--- src/rtl/tmds_decoder_dvi_pkg.sv ---
// rtl/tmds_decoder_dvi_pkg.sv - TMDS control tokens, alignment states and symbol decode helper
package tmds_decoder_dvi_pkg;

  localparam logic [9:0] CTRL_TOKEN_00 = 10'b1101010100;
  localparam logic [9:0] CTRL_TOKEN_01 = 10'b0010101011;
  localparam logic [9:0] CTRL_TOKEN_10 = 10'b0101010100;
  localparam logic [9:0] CTRL_TOKEN_11 = 10'b1010101011;

  typedef enum logic [1:0] {
    ALIGN_SEARCH,
    ALIGN_SLIP,
    ALIGN_LOCKED
  } align_state_t;

  typedef struct packed {
    logic       is_ctrl;
    logic [1:0] ctrl;
    logic [7:0] data;
  } tmds_sym_t;

  // Data and control interpretations are both produced; the caller picks by is_ctrl.
  function automatic tmds_sym_t tmds_decode(input logic [9:0] sym);
    tmds_sym_t  r;
    logic [7:0] d;
    r = '0;
    d = sym[9] ? ~sym[7:0] : sym[7:0];
    r.data[0] = d[0];
    for (int i = 1; i < 8; i++) begin
      r.data[i] = sym[8] ? (d[i] ^ d[i-1]) : ~(d[i] ^ d[i-1]);
    end
    case (sym)
      CTRL_TOKEN_00: begin r.is_ctrl = 1'b1; r.ctrl = 2'b00; end
      CTRL_TOKEN_01: begin r.is_ctrl = 1'b1; r.ctrl = 2'b01; end
      CTRL_TOKEN_10: begin r.is_ctrl = 1'b1; r.ctrl = 2'b10; end
      CTRL_TOKEN_11: begin r.is_ctrl = 1'b1; r.ctrl = 2'b11; end
      default:       r.is_ctrl = 1'b0;
    endcase
    return r;
  endfunction

endpackage

--- src/rtl/tmds_word_align.sv ---
// rtl/tmds_word_align.sv - character alignment FSM: hunts control-token runs, requests bit-slips
module tmds_word_align
  import tmds_decoder_dvi_pkg::*;
#(
  parameter int CTRL_RUN       = 8,
  parameter int SEARCH_TIMEOUT = 2048,
  parameter int SLIP_WAIT      = 16,
  parameter int LOSS_TIMEOUT   = 4096
) (
  input  logic clk,
  input  logic rst_n,
  input  logic is_ctrl,
  output logic bitslip,
  output logic locked
);

  localparam int RUN_W  = $clog2(CTRL_RUN + 1);
  localparam int TMO_W  = $clog2(SEARCH_TIMEOUT + 1);
  localparam int WAIT_W = $clog2(SLIP_WAIT + 1);
  localparam int LOSS_W = $clog2(LOSS_TIMEOUT + 1);

  localparam logic [RUN_W-1:0]  RUN_LOCK  = RUN_W'(CTRL_RUN);
  localparam logic [TMO_W-1:0]  TMO_SLIP  = TMO_W'(SEARCH_TIMEOUT - 1);
  localparam logic [TMO_W-1:0]  TMO_MAX   = TMO_W'(SEARCH_TIMEOUT);
  localparam logic [WAIT_W-1:0] WAIT_LAST = WAIT_W'(SLIP_WAIT - 1);
  localparam logic [WAIT_W-1:0] WAIT_MAX  = WAIT_W'(SLIP_WAIT);
  localparam logic [LOSS_W-1:0] LOSS_LAST = LOSS_W'(LOSS_TIMEOUT - 1);
  localparam logic [LOSS_W-1:0] LOSS_MAX  = LOSS_W'(LOSS_TIMEOUT);

  align_state_t      state;
  logic [RUN_W-1:0]  run;
  logic [TMO_W-1:0]  tmo;
  logic [WAIT_W-1:0] wait_cnt;
  logic [LOSS_W-1:0] loss;

  always_ff @(posedge clk or negedge rst_n) begin
    if (!rst_n) begin
      state    <= ALIGN_SEARCH;
      run      <= '0;
      tmo      <= '0;
      wait_cnt <= '0;
      loss     <= '0;
      bitslip  <= 1'b0;
      locked   <= 1'b0;
    end else begin
      bitslip <= 1'b0;
      case (state)
        ALIGN_SEARCH: begin
          // Lock is tested first so a simultaneous timeout never slips an aligned stream.
          if (run == RUN_LOCK) begin
            state  <= ALIGN_LOCKED;
            locked <= 1'b1;
            run    <= '0;
            tmo    <= '0;
            loss   <= '0;
          end else if (tmo == TMO_SLIP) begin
            state    <= ALIGN_SLIP;
            bitslip  <= 1'b1;
            wait_cnt <= '0;
          end else begin
            if (!is_ctrl)             run <= '0;
            else if (run != RUN_LOCK) run <= run + 1'b1;
            if (tmo != TMO_MAX) tmo <= tmo + 1'b1;
          end
        end
        ALIGN_SLIP: begin
          if (wait_cnt == WAIT_LAST) begin
            state    <= ALIGN_SEARCH;
            run      <= '0;
            tmo      <= '0;
            wait_cnt <= '0;
          end else if (wait_cnt != WAIT_MAX) begin
            wait_cnt <= wait_cnt + 1'b1;
          end
        end
        ALIGN_LOCKED: begin
          if (loss == LOSS_LAST) begin
            state  <= ALIGN_SEARCH;
            locked <= 1'b0;
            run    <= '0;
            tmo    <= '0;
            loss   <= '0;
          end else if (is_ctrl) begin
            loss <= '0;
          end else if (loss != LOSS_MAX) begin
            loss <= loss + 1'b1;
          end
        end
        default: begin
          state  <= ALIGN_SEARCH;
          locked <= 1'b0;
        end
      endcase
    end
  end

endmodule

--- src/rtl/tmds_decoder_dvi.sv ---
// rtl/tmds_decoder_dvi.sv - one-channel DVI TMDS receiver: word alignment plus 2-stage decode
module tmds_decoder_dvi
  import tmds_decoder_dvi_pkg::*;
#(
  parameter int CTRL_RUN       = 8,
  parameter int SEARCH_TIMEOUT = 2048,
  parameter int SLIP_WAIT      = 16,
  parameter int LOSS_TIMEOUT   = 4096
) (
  input  logic       i_clk,
  input  logic       i_rst_n,
  input  logic [9:0] i_tmds,
  output logic       o_bitslip,
  output logic       o_locked,
  output logic       o_de,
  output logic [7:0] o_data,
  output logic [1:0] o_ctrl
);

  logic [9:0] sym;
  logic       sym_vld;
  tmds_sym_t  dec;

  // sym_vld keeps the reset value of sym from being decoded or counted as a symbol.
  always_ff @(posedge i_clk or negedge i_rst_n) begin
    if (!i_rst_n) begin
      sym     <= '0;
      sym_vld <= 1'b0;
    end else begin
      sym     <= i_tmds;
      sym_vld <= 1'b1;
    end
  end

  assign dec = tmds_decode(sym);

  tmds_word_align #(
    .CTRL_RUN      (CTRL_RUN),
    .SEARCH_TIMEOUT(SEARCH_TIMEOUT),
    .SLIP_WAIT     (SLIP_WAIT),
    .LOSS_TIMEOUT  (LOSS_TIMEOUT)
  ) u_align (
    .clk    (i_clk),
    .rst_n  (i_rst_n),
    .is_ctrl(sym_vld & dec.is_ctrl),
    .bitslip(o_bitslip),
    .locked (o_locked)
  );

  always_ff @(posedge i_clk or negedge i_rst_n) begin
    if (!i_rst_n) begin
      o_de   <= 1'b0;
      o_data <= '0;
      o_ctrl <= '0;
    end else if (sym_vld) begin
      if (dec.is_ctrl) begin
        o_ctrl <= dec.ctrl;
        o_de   <= 1'b0;
      end else begin
        o_data <= dec.data;
        o_de   <= o_locked;
      end
    end
  end

endmodule

--- config.mk ---
export PLATFORM = sky130hd
export DESIGN_NAME = tmds_decoder_dvi
export DESIGN_NICKNAME = d
export VERILOG_FILES = /design/src/rtl/tmds_decoder_dvi_pkg.sv /design/src/rtl/tmds_word_align.sv /design/src/rtl/tmds_decoder_dvi.sv
export SDC_FILE = /design/constraint.sdc
export NUM_CORES = 1
export LEC_CHECK = 0
export CORE_MARGIN = 1
export CORE_UTILIZATION = 34
export DETAILED_ROUTE_END_ITERATION = 6
export DONT_BUFFER_PORTS = 1
export GPL_TIMING_DRIVEN = 0
export SYNTH_ARGS = -nofsm -noshare
export SYNTH_HDL_FRONTEND = slang
export SYNTH_SLANG_ARGS = --single-unit
--- constraint.sdc ---
create_clock -name i_clk -period 3.35 [get_ports i_clk]
set_input_delay 0.67 -clock i_clk [delete_from_list [all_inputs] [get_ports i_clk]]
set_output_delay 0.67 -clock i_clk [all_outputs]
set_load 0.005 [all_outputs]
# Word level (Yosys, flattened, before mapping)
# Index checks and enable logic that the tools add are counted.
[word_totals]
register_bits = 60
latchBits = 0
ram_bits = 0
rom_bits = 0
in_bits = 12
output_inout_bits = 13
memories = 0
[op_classes]
add_sub_neg = 4
multipliers = 0
n_div = 0
n_lt_le_gt_ge = 0
eq_ne = 25
shifts = 0
mux = 45
bitwise_logic = 18
reduce_logical = 13
[ops]
columns = ["operator", "n"]
rows = [
  ["$mux 12", 5],
  ["$mux 13", 4],
  ["$pmux 12 s3", 1],
  ["$pmux 13 s2", 1],
  ["$mux 4", 6],
  ["$eq 10x10->1 const B", 2],
  ["$mux 5", 4],
  ["$mux 1", 14],
  ["$add 13x1->13 const B", 1],
  ["$eq 13x12->1 const B", 1],
  ["$ne 13x13->1 const B", 1],
  ["$add 12x1->12 const B", 1],
  ["$eq 12x11->1 const B", 1],
  ["$ne 12x12->1 const B", 1],
  ["$pmux 2 s3", 2],
  ["$pmux 4 s3", 1],
  ["$eq 10x8->1 const B", 1],
  ["$eq 10x9->1 const B", 1],
  ["$pmux 5 s2", 1],
  ["$reduce_and 5->1", 2],
  ["$ne 3x1->1 const B", 3],
  ["$not 1->1", 9],
  ["$reduce_and 3->1", 3],
  ["$mux 2", 4],
  ["23 further kinds", 35],
]

# Longest topological paths before layout
# Gate-level depths: netlist of run 1.
[logic_depth]
word_depth = 8
mapped_depth = 10
ltp_nobuf = 7

# Cells and area by module
# From an unflattened synthesis of run 1, not the netlist that was laid out.
[unflattened]
hier_cells = 316
hier_area_um2 = 3314.4
[modules_own_cells]
columns = ["mod", "n_inst", "cells_per_inst", "area_each_um2", "seq_area_each_um2"]
rows = [
  ["tmds_word_align", 1, 250, 2323.5, 950.9],
  ["tmds_decoder_dvi", 1, 66, 991.0, 550.5],
]

# Worst setup path after synthesis of run 1
# No wires, ideal clock.
[synth_path]
path_kind = "register to register"
startpoint = "register u_align.loss[0]"
endpoint = "register u_align.tmo[8]"
t_arrival_ns = 2.422
slack_ns = 0.825
stages_incl_launch_ff = 8
n_path_buf = 1
period_less_slack_ns = 2.525
path_cell_list = "dfrtp_1 > ha_1 > nand4_1 > o41a_1 > or4_1 > or3_1 > buf_4 > o41ai_2"
[synth_between]
elab_chain_len = 3
[synth_rtl]
columns = ["item", "line", "source"]
rows = [
  ["from (decl)", "tmds_word_align.sv:34", "logic [LOSS_W-1:0] loss;"],
  ["from (signal assigned)", "tmds_word_align.sv:86", "loss <= loss + 1'b1;"],
  ["$eq 13x12->1", "tmds_word_align.sv:77", "if (loss == LOSS_LAST) begin"],
  ["$ne 2x1->1 (no line)", "-", ""],
  ["$reduce_and 5->1 (no line)", "-", ""],
  ["to (signal assigned)", "tmds_word_align.sv:63", "if (tmo != TMO_MAX) tmo <= tmo + 1'b1;"],
  ["to (decl)", "tmds_word_align.sv:32", "logic [TMO_W-1:0] tmo;"],
]
# Every way passes these cells.
# A chain may end at the register's enable or synchronous reset.

# Final worst setup path of run 1
[layout_path]
startpoint = "register u_align.loss[0]"
endpoint = "register u_align.loss[7]"
[layout_between]
elab_chain_len = 5
[layout_rtl]
columns = ["item", "line", "source"]
rows = [
  ["$add 13x1->13", "tmds_word_align.sv:86", ""],
  ["$mux 13", "tmds_word_align.sv:85", "end else if (loss != LOSS_MAX) begin"],
  ["$mux 13", "tmds_word_align.sv:83", "end else if (is_ctrl) begin"],
  ["$mux 13", "tmds_word_align.sv:77", ""],
  ["$pmux 13 s2", "tmds_word_align.sv:47", "case (state)"],
]
# Parallel ways exist; a longest one is shown, timed or not. The select of a mux whose other input is x is not followed.

==> reports/metrics.csv, run 1 <==
metric,value,unit
die area,9780,um2
vias in the first global route,2518,
PD cells,430,nW/um2
DRT Pass-1 Iters,4,
syn avg cell area,10.1,um2
Post-Route Skew,0.00919,ns
clock buffer depth,2,
minimum clock period,3.03,ns
Worst EP required,3.60,ns
CTS tree,done,
initial antenna violation count,0,
Critical Path Fanout Max,10,
Slew @ Worst Pin,0.872,ns
Clock Sinks,60,
Clock Latency Late Sink,0.36,ns
core area,8890,um2
"Net Count, Synth",339,
status,finished clean,
Starting Density,35.9,%
"Period Utilization, post-route",90.4,%
Hold Fails Final Rpt,0,
n_diodes,0,
critical path type,reg2reg,
Worst setup SP type,flop,
WHS,0.168,ns
Arrival @ worst endpoint,3.28,ns
Yosys cell types,54,
area share of fa/ha/maj cells after synthesis,4.71,%
cell accounting for the most synthesized area,dfrtp_1,
Post-synth EDFFs,0,
top post-synthesis cells by area,"dfrtp_1 (47%), ha_1 (4.7%), o31ai_1 (3.8%)",
Post-Place Cells,423,
Non-Filler Instances,440,
Die X,98.9,um
ANT nets after route,0,
Worst Hold Class,in2async,
total CTS buffers,9,
FP Rows,34,
Synth top area share,47.1,%
Ys Warns,0,
wire per inst,15.1,um
main combinational cell family by area after synthesis,simple AND/OR/NAND/NOR gates,
largest net degree at the start of global routing,61,
Total GRT Usage,15.4,%
root buffer cell,clkbuf_8,
# IOs,25,
Detail Placement HPWL,4.57,mm
Lkg Pwr,0.00152,uW
MaxCap Viol Count,0,
DR vias,2427,
first-pass GRT wire length,11.8,mm
Final Max Slew Viols,0,
Compound-Gate Fraction of Synth Area,16.9,%
synthesized cell area,3190,um2
Layout area overhead,11.6,%
Filler cells,867,
DIE HEIGHT,98.9,um
FF/Latch Area,1500,um2
Vias/cell,5.52,
TNS Setup,0,ns
max_slew headroom,41.4,%
fmax,330,MHz
ratio of cells with drive above 1 in the final layout,10.2,%
Initial DRC Count,104,
Syn Inst Count,315,
total grt overflow,0,
RSZ-0062 raised after global routing,no,
simple-gate share of the synthesized area,21.0,%
Final #Nets,351,
worst-case vdd ir drop,0.213,mV
Synth Flop Type,dfrtp_1,
"Seq/Total Area, Yosys",47.1,%
xor and xnor area share after synthesis,3.29,%
Synth Register Bits,60,
Post-synth ARST share,100,%
area post-placement,3330,um2
Post-Route WL,6.65,mm
final instance area,3560,um2
placer congestion estimate,0.792,
post-synthesis mux area share,3.41,%
clock slew at reported path FFs,0.08,ns
Clock H-tree levels,3,
Port Buffers,0,
Multi-input gate area,1580,um2
Post-CTS Setup Repair Bufs,0,
endpoints failing setup,0,
CP endpoint kind,flop,
DRC,0,
-- stage by stage --
stage	power (uW)	worst slack (ns)	util (%)
2_1_floorplan	827	0.825	-
3_3_place_gp	839	0.343	37.4
3_5_place_dp	840	0.349	37.4
4_1_cts	1550	0.323	40.0
5_1_grt	1600	0.117	40.0
6_report	1530	0.320	40.0
-- cells in the final DEF, fill, tap and decap left out, drive strengths merged, types with 3 or more instances in the layout --
| cell | synthesis | layout |
|---|---|---|
| dfrtp | 60 | 60 |
| clkbuf | 12 | 21 |
| nand2 | 19 | 19 |
| nor2 | 18 | 18 |
| nand3 | 18 | 18 |
| inv | 14 | 18 |
| o31ai | 16 | 16 |
| o21ai | 12 | 12 |
| ha | 12 | 12 |
| nor4 | 10 | 10 |
| nor3 | 10 | 10 |
| and3 | 10 | 10 |
| xnor2 | 9 | 9 |
| mux2 | 7 | 7 |
| a221o | 7 | 7 |
| nand2b | 6 | 6 |
| a31oi | 6 | 6 |
| nand4 | 5 | 5 |
| nor4b | 4 | 4 |
| a22o | 4 | 4 |
| o41ai | 4 | 4 |
| and3b | 3 | 3 |
| nand4b | 3 | 3 |
| xor2 | 3 | 3 |
| nand3b | 3 | 3 |
| mux2i | 3 | 3 |
| and2 | 3 | 3 |
| or2 | 3 | 3 |
| a21oi | 3 | 3 |
| o21a | 3 | 3 |
| buf | 2 | 3 |
-- area by class of cell --
type	count	share of cell area, %
inverters	14	1.48
plain buffers	14	1.62
clock inverters	7	2.32
clock buffers	9	3.48
well taps	108	3.80
flip-flops and latches	60	42.2
multi-input cells	227	44.4
repair buffers	1	0.773
-- report_power, final --
part | switching (uW) | leakage [uW] | total (uW) | internal (uW)
registers | 24.2 | 0.000775 | 775 | 751
clock network | 331 | 0.0000988 | 687 | 356
logic | 33.9 | 0.000646 | 67.1 | 33.3
-- synthesized netlist by cell type (5+ instances only) --
| cell | instances |
|---|---|
| a221o_1 | 7 |
| a31oi_1 | 6 |
| and3_1 | 10 |
| clkbuf_1 | 11 |
| dfrtp_1 | 60 |
| ha_1 | 12 |
| inv_1 | 14 |
| mux2_2 | 7 |
| nand2_1 | 19 |
| nand2b_1 | 6 |
| nand3_1 | 17 |
| nand4_1 | 5 |
| nor2_1 | 18 |
| nor3_1 | 10 |
| nor4_1 | 10 |
| o21ai_0 | 12 |
| o31ai_1 | 16 |
| xnor2_1 | 9 |
-- sequential cells by signal, summed over array words and instances (netlist names) --
signal            count
o_ctrl                2
o_data                8
o_de                  1
sym                  10
sym_vld               1
u_align.bitslip       1
u_align.locked        1
u_align.loss         13
u_align.run           4
u_align.state         2
u_align.tmo          12
u_align.wait_cnt      5
-- routing by layer --
layer  up-vias  GRT usage (%)  share of wire, %
met4         0           6.77               1.3
met3        10           4.54               3.9
met5         -              0                 0
met1      1191           19.7                48
met2        33           24.1                46
li1       1193              -                 -
-- path summary, 6_finish.rpt --
kind | from | endpoint | slack, ns | depth (start not counted)
setup / recovery | u_align.loss[0] | u_align.loss[7] | 0.32 | 7
hold / removal | i_rst_n | u_align.loss[1] | 0.17 | 1
setup reg to reg | u_align.loss[0] | u_align.loss[7] | 0.32 | 7
hold reg to reg | u_align.tmo[11] | u_align.tmo[11] | 0.53 | 1
max in group asynchronous | i_rst_n | u_align.tmo[1] | 2.92 | 1
min in group i_clk | i_tmds[8] | sym[8] | 0.33 | 0
-- timing repair --
action                                 4_1_cts  5_1_grt
endpoints found under the hold margin       60        0
gates resized for setup                      0        0
hold buffers                                 1        0
-- kinds of logic after synthesis --
kind of cell               Yosys count
AOI/OAI and AO/OA                   71
xor gates and xnor gates            12
buffers and inverters               28
DFF                                 60
adders and majority gates           12
muxes                               10
and+or+nand+nor                    121
other                                1
-- critical path: stages (launching register included) --
cell	delay [ns]
dfrtp_1	0.43
ha_1	0.28
nand4_1	0.20
o41ai_1	0.81
nor3_1	0.26
a21o_1	0.25
clkbuf_1	0.26
a221o_1	0.42
Power figures use the tool's default switching activity.
==> run 2, diff against run 1 <==
SETUP_SLACK_MARGIN = 0.15   (was unset)
==> reports/metrics.csv, run 2 (synthesis results as in run 1) <==
metric,value,unit,change
Non-Filler Instances,440,,unchanged
clock slew at reported path FFs,0.08,ns,about the same
Total GRT Usage,15.4,%,unchanged
Clock H-tree levels,3,,unchanged
Arrival @ worst endpoint,3.27,ns,about the same
Clock Sinks,60,,unchanged
Post-Route WL,6.62,mm,-0.38%
Initial DRC Count,104,,unchanged
total grt overflow,0,,unchanged
largest reg by FF count,u_align.loss,,
ratio of cells with drive above 1 in the final layout,10.5,%,+0.30 points
Detail Placement HPWL,4.57,mm,unchanged
DIE HEIGHT,98.9,um,unchanged
placer congestion estimate,0.792,,unchanged
Worst path slowest cell,or4_1,,
Layout area overhead,11.8,%,
Critical Path Fanout Max,10,,unchanged
RSZ-0062 raised after global routing,yes,,
wire per inst,15.1,um,-0.38%
FP Rows,34,,unchanged
die area,9780,um2,unchanged
first-pass GRT wire length,11.8,mm,unchanged
endpoints failing setup,0,,unchanged
Port Buffers,0,,unchanged
Filler cells,865,,-0.23%
Post-Place Cells,423,,unchanged
Final Max Slew Viols,0,,unchanged
worst-case vdd ir drop,0.213,mV,about the same
Vias/cell,5.50,,-0.21%
Slew @ Worst Pin,0.872,ns,+0.000145 ns
CP endpoint kind,flop,,
"Period Utilization, post-route",90.7,%,+0.24 points
max FFs per register,13,,unchanged
crit path cell chain,ha_1 -> nand4_1 -> o41a_1 -> or4_1 -> clkbuf_1 -> clkbuf_1 -> o31ai_1 -> o41ai_2,,
Post-Route Skew,0.00910,ns,-0.0000923 ns
root buffer cell,clkbuf_8,,
total CTS buffers,9,,unchanged
MaxCap Viol Count,0,,unchanged
Post-CTS Setup Repair Bufs,0,,unchanged
Final #Nets,351,,unchanged
Hold Fails Final Rpt,0,,unchanged
initial antenna violation count,0,,unchanged
Starting Density,35.9,%,unchanged
critical path type,reg2reg,,
"commonest non-fill, non-tap cells in the layout","dfrtp_1 (60), nand2_1 (19), nor2_1 (18)",,
CTS tree,done,,
DRT Pass-1 Iters,4,,unchanged
"commonest non-fill, non-tap cell in the layout",dfrtp_1,,
buffer and inverter count on the worst path,2,,+1
Worst EP required,3.58,ns,-0.02 ns
Worst Hold Class,in2async,,
vias in the first global route,2518,,unchanged
core area,8890,um2,unchanged
Clock Latency Late Sink,0.36,ns,about the same
DRC,0,,unchanged
clock buffer depth,2,,unchanged
minimum clock period,3.04,ns,+0.00818 ns
largest net degree at the start of global routing,61,,unchanged
n_diodes,0,,unchanged
Lkg Pwr,0.00152,uW,about the same
# IOs,25,,unchanged
Worst setup SP type,flop,,
fmax,329,MHz,-0.27%
PD cells,428,nW/um2,-0.26%
"delay-heaviest family, CP",compound AO/OA/AOI/OAI gates,,
status,finished clean,,
DR vias,2422,,-0.21%
TNS Setup,0,ns,unchanged
Multi-input gate area,1590,um2,+0.48%
"most used cell, CP",clkbuf_1,,
biggest regs,"u_align.loss: 13 flops, u_align.tmo: 12 flops, sym: 10 flops",,
max_slew headroom,41.3,%,about the same
Die X,98.9,um,unchanged
FF/Latch Area,1500,um2,unchanged
CP max stage delay,0.51,ns,-0.30 ns
ANT nets after route,0,,unchanged
run 2: worst paths after layout:
check | startpoint | end | slack [ns] | depth (start not counted)
setup / recovery | u_align.loss[0] | u_align.tmo[8] | 0.31 | 8
hold / removal | i_rst_n | u_align.loss[1] | 0.17 | 1
setup reg to reg | u_align.loss[0] | u_align.tmo[8] | 0.31 | 8
hold reg to reg | u_align.tmo[11] | u_align.tmo[11] | 0.53 | 1
max in group asynchronous | i_rst_n | u_align.tmo[1] | 2.92 | 1
min in group i_clk | i_tmds[8] | sym[8] | 0.33 | 0
run 2: what timing repair did:
item	CTS	global route
hold buffers	1	0
endpoints found under the setup margin	0	6
endpoints found under the hold margin	60	0
gates resized for setup	0	1
run 2: power breakdown:
part	switching (uW)	total (uW)	internal, uW
clock network	331	686	356
registers	24.2	775	751
logic	33.9	67.1	33.3
run 2: final cells by class:
cell class / count / area share, %
Inverter: 14 / 1.47
Sequential cell: 60 / 42.1
Clock buffer: 9 / 3.47
Buffer: 14 / 1.61
Clock inverter: 7 / 2.31
Multi-Input combinational cell: 227 / 44.5
Timing Repair Buffer: 1 / 0.772
Tap cell: 108 / 3.79
run 2: through the flow:
step	area [um2]	hold WS (ns)	utilization, %	setup slack, ns	power (uW)
finish	3570	0.169	40.1	0.312	1530
global route	3570	0.191	40.1	0.131	1600
CTS	3560	0.177	40.0	0.323	1550
detailed placement	3330	0.377	37.4	0.349	840
global placement	3330	0.377	37.4	0.343	839
floorplan	3190	0.374	-	0.825	827
run 2: metal layers:
metal	global-route usage, %	vias to the layer above	wire length [um]
li1	-	1193	-
met1	19.7	1185	3190
met2	24.1	35	3080
met3	4.54	9	265
met4	6.77	0	91
met5	0	-	0
